## config.mk

```make
export PLATFORM = sky130hd
export DESIGN_NAME = mem_arbiter
export DESIGN_NICKNAME = d
export VERILOG_FILES = /design/src/rtl/mem_arbiter.sv
export SDC_FILE = /design/constraint.sdc
export NUM_CORES = 1
export LEC_CHECK = 0
export CAP_MARGIN = 20
export CORE_MARGIN = 2
export CORE_UTILIZATION = 34
export CTS_BUF_LIST = sky130_fd_sc_hd__clkbuf_8
export DETAILED_ROUTE_END_ITERATION = 6
export MAX_ROUTING_LAYER = met4
export PLACE_DENSITY = 0.78
export SLEW_MARGIN = 20
export SYNTH_ARGS = -nofsm -noshare
export SYNTH_HDL_FRONTEND = slang
export SYNTH_SLANG_ARGS = --single-unit
```

## constraint.sdc

```tcl
create_clock -name clk -period 1.51 [get_ports clk]
set_input_delay 0.453 -clock clk [delete_from_list [all_inputs] [get_ports clk]]
set_output_delay 0.453 -clock clk [all_outputs]
set_load 0.02 [all_outputs]
```

## src/rtl/mem_arbiter.sv

```systemverilog
// Shared main-memory arbiter: serves D-cache stores, D-cache block fills and
// I-cache block fills (fixed priority) with pipelined word reads.
module mem_arbiter #(
  parameter int ADDR_W      = 16,
  parameter int DATA_W      = 16,
  parameter int BLOCK_WORDS = 8
) (
  input  logic                           clk,
  input  logic                           rst,
  input  logic                           i_miss,
  input  logic [ADDR_W-1:0]              i_miss_addr,
  input  logic                           d_miss,
  input  logic [ADDR_W-1:0]              d_miss_addr,
  input  logic                           d_wr_req,
  input  logic [ADDR_W-1:0]              d_wr_addr,
  input  logic [DATA_W-1:0]              d_wr_data,
  output logic                           mem_en,
  output logic                           mem_wr,
  output logic [ADDR_W-1:0]              mem_addr,
  output logic [DATA_W-1:0]              mem_wdata,
  input  logic [DATA_W-1:0]              mem_rdata,
  input  logic                           mem_data_valid,
  output logic [DATA_W-1:0]              fill_data,
  output logic [$clog2(BLOCK_WORDS)-1:0] fill_word,
  output logic                           i_fill_we,
  output logic                           d_fill_we,
  output logic                           i_fill_done,
  output logic                           d_fill_done,
  output logic                           d_wr_ack,
  output logic                           busy
);

  localparam int WI_W = $clog2(BLOCK_WORDS);

  localparam logic [1:0] ST_IDLE   = 2'd0;
  localparam logic [1:0] ST_WRITE  = 2'd1;
  localparam logic [1:0] ST_FILL_D = 2'd2;
  localparam logic [1:0] ST_FILL_I = 2'd3;

  localparam logic [ADDR_W-1:0] BLOCK_MASK = ~ADDR_W'(2 * BLOCK_WORDS - 1);
  localparam logic [ADDR_W-1:0] WORD_MASK  = ~ADDR_W'(1);
  localparam logic [WI_W:0]     ISSUE_INC  = {{WI_W{1'b0}}, 1'b1};
  localparam logic [WI_W-1:0]   RECV_INC   = {{(WI_W-1){1'b0}}, 1'b1};
  localparam logic [WI_W-1:0]   RECV_LAST  = WI_W'(BLOCK_WORDS - 1);

  logic [1:0]        state_q, state_d;
  logic [ADDR_W-1:0] addr_q, addr_d;
  logic [DATA_W-1:0] wdata_q, wdata_d;
  logic [WI_W:0]     issue_cnt_q, issue_cnt_d;
  logic [WI_W-1:0]   recv_cnt_q, recv_cnt_d;
  logic              in_fill_s, issuing_s, rx_s, last_rx_s;

  // issue_cnt MSB marks all words issued; fill addresses OR the word offset
  // into a block-aligned base so they can never carry out of the block.
  assign in_fill_s = (state_q == ST_FILL_D) || (state_q == ST_FILL_I);
  assign issuing_s = in_fill_s && !issue_cnt_q[WI_W];
  assign rx_s      = in_fill_s && mem_data_valid;
  assign last_rx_s = rx_s && (recv_cnt_q == RECV_LAST);

  // Next-state: grant in IDLE, count issues and returns during fills.
  always_comb begin
    state_d     = state_q;
    addr_d      = addr_q;
    wdata_d     = wdata_q;
    issue_cnt_d = issue_cnt_q;
    recv_cnt_d  = recv_cnt_q;
    case (state_q)
      ST_IDLE: begin
        issue_cnt_d = '0;
        recv_cnt_d  = '0;
        if (d_wr_req) begin
          state_d = ST_WRITE;
          addr_d  = d_wr_addr;
          wdata_d = d_wr_data;
        end else if (d_miss) begin
          state_d = ST_FILL_D;
          addr_d  = d_miss_addr & BLOCK_MASK;
        end else if (i_miss) begin
          state_d = ST_FILL_I;
          addr_d  = i_miss_addr & BLOCK_MASK;
        end else begin
          state_d = ST_IDLE;
        end
      end
      ST_WRITE: begin
        state_d = ST_IDLE;
      end
      ST_FILL_D, ST_FILL_I: begin
        if (issuing_s) begin
          issue_cnt_d = issue_cnt_q + ISSUE_INC;
        end else begin
          issue_cnt_d = issue_cnt_q;
        end
        if (rx_s) begin
          recv_cnt_d = recv_cnt_q + RECV_INC;
        end else begin
          recv_cnt_d = recv_cnt_q;
        end
        if (last_rx_s) begin
          state_d = ST_IDLE;
        end else begin
          state_d = state_q;
        end
      end
      default: begin
        state_d = ST_IDLE;
      end
    endcase
  end

  // State and datapath registers.
  always_ff @(posedge clk or posedge rst) begin
    if (rst) begin
      state_q     <= ST_IDLE;
      addr_q      <= '0;
      wdata_q     <= '0;
      issue_cnt_q <= '0;
      recv_cnt_q  <= '0;
    end else begin
      state_q     <= state_d;
      addr_q      <= addr_d;
      wdata_q     <= wdata_d;
      issue_cnt_q <= issue_cnt_d;
      recv_cnt_q  <= recv_cnt_d;
    end
  end

  // Outputs decode from state; fill strobes follow mem_data_valid directly.
  always_comb begin
    mem_en      = 1'b0;
    mem_wr      = 1'b0;
    mem_addr    = '0;
    mem_wdata   = '0;
    d_wr_ack    = 1'b0;
    if (state_q == ST_WRITE) begin
      mem_en    = 1'b1;
      mem_wr    = 1'b1;
      mem_addr  = addr_q & WORD_MASK;
      mem_wdata = wdata_q;
      d_wr_ack  = 1'b1;
    end else if (issuing_s) begin
      mem_en    = 1'b1;
      mem_addr  = addr_q | ADDR_W'({issue_cnt_q[WI_W-1:0], 1'b0});
    end else begin
      mem_en    = 1'b0;
    end
    fill_data   = rx_s ? mem_rdata : '0;
    fill_word   = rx_s ? recv_cnt_q : '0;
    i_fill_we   = rx_s && (state_q == ST_FILL_I);
    d_fill_we   = rx_s && (state_q == ST_FILL_D);
    i_fill_done = last_rx_s && (state_q == ST_FILL_I);
    d_fill_done = last_rx_s && (state_q == ST_FILL_D);
    busy        = (state_q != ST_IDLE);
  end

endmodule
```

Word level (Yosys, flattened, before mapping)

Cells that the tools add are included.

Register bits: 41
Input bits: 86
Output and inout port bits: 59
Word-level logic and storage cells: 53

Add/sub/neg operators: 2
Eq/ne operators: 7
Muxes and demuxes: 20
Bitwise logic cells: 1
Reductions and logical operators: 18

Operators by type and width:

| kind                  | number |
|---|---|
| $mux W16              | 7 |
| $or A16 B4 Y16        | 1 |
| $mux W2               | 4 |
| $pmux W4 S2           | 1 |
| $reduce_and A2 Y1     | 4 |
| $logic_and A1 B1 Y1   | 7 |
| $mux W3               | 2 |
| $ne A2 B2 Y1 const B  | 3 |
| $pmux W2 S3           | 1 |
| $pmux W3 S2           | 1 |
| $add A4 B1 Y4 const B | 1 |
| $eq A2 B2 Y1 const B  | 2 |
| $mux W4               | 1 |
| $reduce_bool A2 Y1    | 2 |
| $add A3 B1 Y3 const B | 1 |
| $eq A3 B3 Y1 const B  | 1 |
| $mux W1               | 3 |
| $reduce_bool A3 Y1    | 1 |
| $eq A2 B1 Y1 const B  | 1 |
| $logic_not A2 Y1      | 1 |
| $reduce_or A2 Y1      | 1 |
| $logic_not A1 Y1      | 1 |
| $logic_or A1 B1 Y1    | 1 |

Longest topological paths before layout

Depth after elaboration: 6
Mapped depth: 5
Mapped depth without buffers: 5

Least setup slack after synthesis

Ideal clock, no wire load.

Kind: reg-to-output
Start point: register state_q[1]
End point: output port d_fill_done
Arrival: 1.317 ns
Required time: 1.057 ns
Slack: -0.260 ns
Stages on the path, launching flop included: 5
Buffers on the path: 1
Path through: dfrtp_1 clkbuf_1 nand2_1 nor2_1 and2_1

Word-level cells in the longest chain between the ends: 5
Elaborated cells on any way between the ends: 6
Classes of those cells: eq/ne: 2; reduce/logical: 4

Ends and longest elaborated chain:

| item                            | line    | RTL |
|---|---|---|
| start: declaration              | 46      | `logic [1:0] state_q, state_d;` |
| start signal: assignment        | 120     | `state_q <= state_d;` |
| $eq A2 B2 Y1 (on tied branches) | 55, 152 |  |
| $logic_or A1 B1 Y1              | 55      | `assign in_fill_s = (state_q == ST_FILL_D) \|\| (state_q == ST_FILL_I);` |
| $logic_and A1 B1 Y1             | 57      | `assign rx_s = in_fill_s && mem_data_valid;` |
| $logic_and A1 B1 Y1             | 58      | `assign last_rx_s = rx_s && (recv_cnt_q == RECV_LAST);` |
| $logic_and A1 B1 Y1 (*)         | 152     | `d_fill_done = last_rx_s && (state_q == ST_FILL_D);` |
| end: declaration                | 28      | `output logic d_fill_done,` |

Mark *: on every way between the ends. The rest lies on a longest branch, timed or not.

Worst setup path in the final report

Start point: register state_q[1]
End point: output port mem_addr[5]

Word-level cells in the longest chain between the ends: 5
Elaborated cells on any way between the ends: 7
Classes of those cells: eq/ne: 3; mux: 2; reduce/logical: 2

Ends and longest elaborated chain:

| item                | line | RTL |
|---|---|---|
| $eq A2 B2 Y1        | 55   |  |
| $logic_or A1 B1 Y1  | 55   |  |
| $logic_and A1 B1 Y1 | 56   | `assign issuing_s = in_fill_s && !issue_cnt_q[WI_W];` |
| $mux W16            | 141  | `end else if (issuing_s) begin` |
| $mux W16 (*)        | 135  | `if (state_q == ST_WRITE) begin` |
| end: declaration    | 19   | `output logic [ADDR_W-1:0] mem_addr,` |

Marks and branches as above.

==> qor.txt <==
Outcome - finished, violations left
Violated checks - setup timing
Final WL - 7231 µm
Cells along the critical path - nor2b_4 -> nor2_4 -> inv_6 -> and2_1 -> buf_4
Setup CP Type - reg2out
Placer Congestion - 0.7430
Clock Latency Late Sink - 290 ps
Synth Area in XOR/XNOR - 0%
CTS Root Cell - clkbuf_8
Via Count - 2306
Pwr Density - 1816 mW/mm²
Clock sinks - 41
Critical Path Sink Type - primary output
Core ar. - 0.006681 mm²
Max Fclk - 525.7 MHz
Max incr delay on CP - 470 ps
Post-synth EDFFs - 0
Detail Route met2 WL - 3806 µm
WL met3 - 370 µm
CTS max path bufs - 2
Maxcap violations - 0
Rows - 30
Top Metal Used - met4
Die width - 86.53 µm
# fillers - 555
Area Growth Syn to Fin - 89.74%
DR DRC count - 0
Adder-cell share of the synthesized area - 1.621%
Antenna viol nets, final - 0
Mean Syn Cell Area - 10.34 µm²
Leakage - 2.092 nW
Initial antenna violation count - 0
Yosys cell types - 30
Ys flop type - dfrtp_1
First-pass GRT wire length - 10770 µm
Leading cell types in the layout, fill and taps excluded - clkdlybuf4s50_1, buf_6, dfrtp_1
Peak supply drop - 0.0006912 V
CTS tree - done
Vias in the first global route - 2254
Vias/cell - 4.906
Simple-gate share of the synthesized area - 18.75%
Initial Util - 34.66%
Worst EP arrival - 1450 ps
Synth Register Bits - 41
Slew margin rel. - 81.20%
Clock buffer count from CTS - 5
Sequential area share after synthesis - 44.30%
Port Buffers - 136
DRT Pass-1 Iters - 4
Crit share post-route - 126.0%
Nets - 479
H-tree Lvls - 2
Syn Nets - 313
Worst-margin pin slew - 282.0 ps
Starting DRT DRC Count - 112
Cell Area, Synth - 0.002316 mm²
Final hold vios - 0
Final Skew - 4.430 ps
Fraction of registers with async set/reset - 100.0%
Leading cell type in the layout, fill and taps excluded - clkdlybuf4s50_1
Tot Pwr - 7.979 mW
Routed WL per cell - 15.39 µm
Die span in y - 86.53 µm
Unrepaired setup endpoints after global routing - yes
Crit-path max FO - 13
GRT Overall Usage - 18.90%
Wl on met1 - 2998 µm
Mux share of post-synthesis cell area - 19.29%
Largest family of logic cells by synthesized area - multiplexers
Cell area after layout - 0.004394 mm²
Setup ws final - -392.1 ps
Setup violations, final - 75
Dpl cell area - 0.004011 mm²
Slowest cell on crit path - dfrtp_2
Largest net degree at the start of global routing - 42
Post-synthesis compound-gate area fraction - 10.86%
Worst path required time - 1060 ps
Total congestion overflow - 0
Setup TNS - -20130 ps
Slew Limit Fails - 0
Hold Path Class - reg2reg
# IOs - 145
Share of cells above drive strength 1 - 50.00%
Ant diodes - 0
Critical Path Start Type - flop
Clk pin slew, worst setup/hold paths - 80 ps
Dpl hpwl - 4998 µm
Post-layout min period - 1902 ps
Synth Instances - 224
Synth Warn # - 0
Die Area - 0.007487 mm²
cells by family after synthesis:
family	Yosys count
buffers and inverters	23
adders and majority gates	3
and+or+nand+nor	72
muxes	41
AOI/OAI and AO/OA	44
DFF	41
per-layer routing:
layer	up-vias	GRT usage (%)
li1	1115	-
met2	85	32.73
met3	6	3.714
met5	-	-
met4	0	4.119
met1	1100	22.90
flip-flops by register name (all words and copies together) (netlist names):
name	count
addr_q	16
wdata_q	16
issue_cnt_q	4
recv_cnt_q	3
state_q	2
synth_stat cells (3+ instances only):
library cell / count / area [µm²]
a21oi_1: 6 / 30.03
dfrtp_1: 41 / 1026
a22o_1: 7 / 61.31
and3_1: 20 / 125.1
mux2_1: 16 / 180.2
inv_1: 3 / 11.26
buf_2: 6 / 30.03
ha_1: 3 / 37.54
nor2_1: 6 / 22.52
clkbuf_1: 7 / 26.28
o21ai_1: 11 / 55.05
and2_1: 32 / 200.2
o21ai_0: 17 / 85.08
mux2i_1: 12 / 120.1
nand2_1: 4 / 15.01
mux2_2: 13 / 146.4
buf_4: 3 / 22.52
cell type report:
| cell class | count | area [µm²] | share of cell area (%) |
|---|---|---|---|
| Sequential cell | 41 | 1028 | 23.41 |
| Inverter | 5 | 23.77 | 0.5410 |
| Clock inverter | 2 | 35.03 | 0.7973 |
| Timing Repair Buffer | 174 | 1698 | 38.64 |
| Multi-Input combinational cell | 163 | 1440 | 32.77 |
| Clock buffer | 5 | 68.82 | 1.566 |
| Tap cell | 80 | 100.1 | 2.278 |
critical path: cells and delay by family (launching register included):
kind,cells,cell delay (ps)
AND/OR/NAND/NOR,3,460
flip-flops,1,470
buffers and inverters,2,230
timing repair:
item / 4_1_cts / 5_1_grt
hold endpoints to repair: 0 / 0
setup endpoints to repair: 91 / 76
hold buffers: 0 / 0
pin swaps: 1 / 4
gates resized for setup: 302 / 92
buffers inserted: 1 / 5
cloned: 3 / 1
power breakdown:
group          internal, mW  switching [mW]
Sequential             1.65           0.329
Combinational          2.85            2.30
Clock                 0.481           0.373
Total                  4.98            3.00
metrics by stage:
step	util, %	worst slack [ps]	cells	hold slack, ps
finish	65.77	-392.1	470	482.7
detailed placement	60.04	-913.9	453	466.6
floorplan	-	-31.69	224	448.9
global route	65.77	-444.5	470	496.3
CTS	62.47	-472.2	464	484.9
global placement	60.04	-891.2	453	458.9
final timing paths:
check	startpoint	depth (start not counted)	to	slack [ps]
worst max-delay path	state_q[1]$_DFFE_PP0P_	5	mem_addr[5]	-390
worst min-delay path	wdata_q[5]$_DFFE_PP0P_	1	wdata_q[5]$_DFFE_PP0P_	480
worst max register to register	state_q[1]$_DFFE_PP0P_	6	wdata_q[0]$_DFFE_PP0P_	-180
worst min register to register	wdata_q[5]$_DFFE_PP0P_	1	wdata_q[5]$_DFFE_PP0P_	480
max in group asynchronous	rst	3	state_q[0]$_DFFE_PP0P_	790
min in group asynchronous	rst	3	wdata_q[7]$_DFFE_PP0P_	510
(Power assumes the default switching activity.)
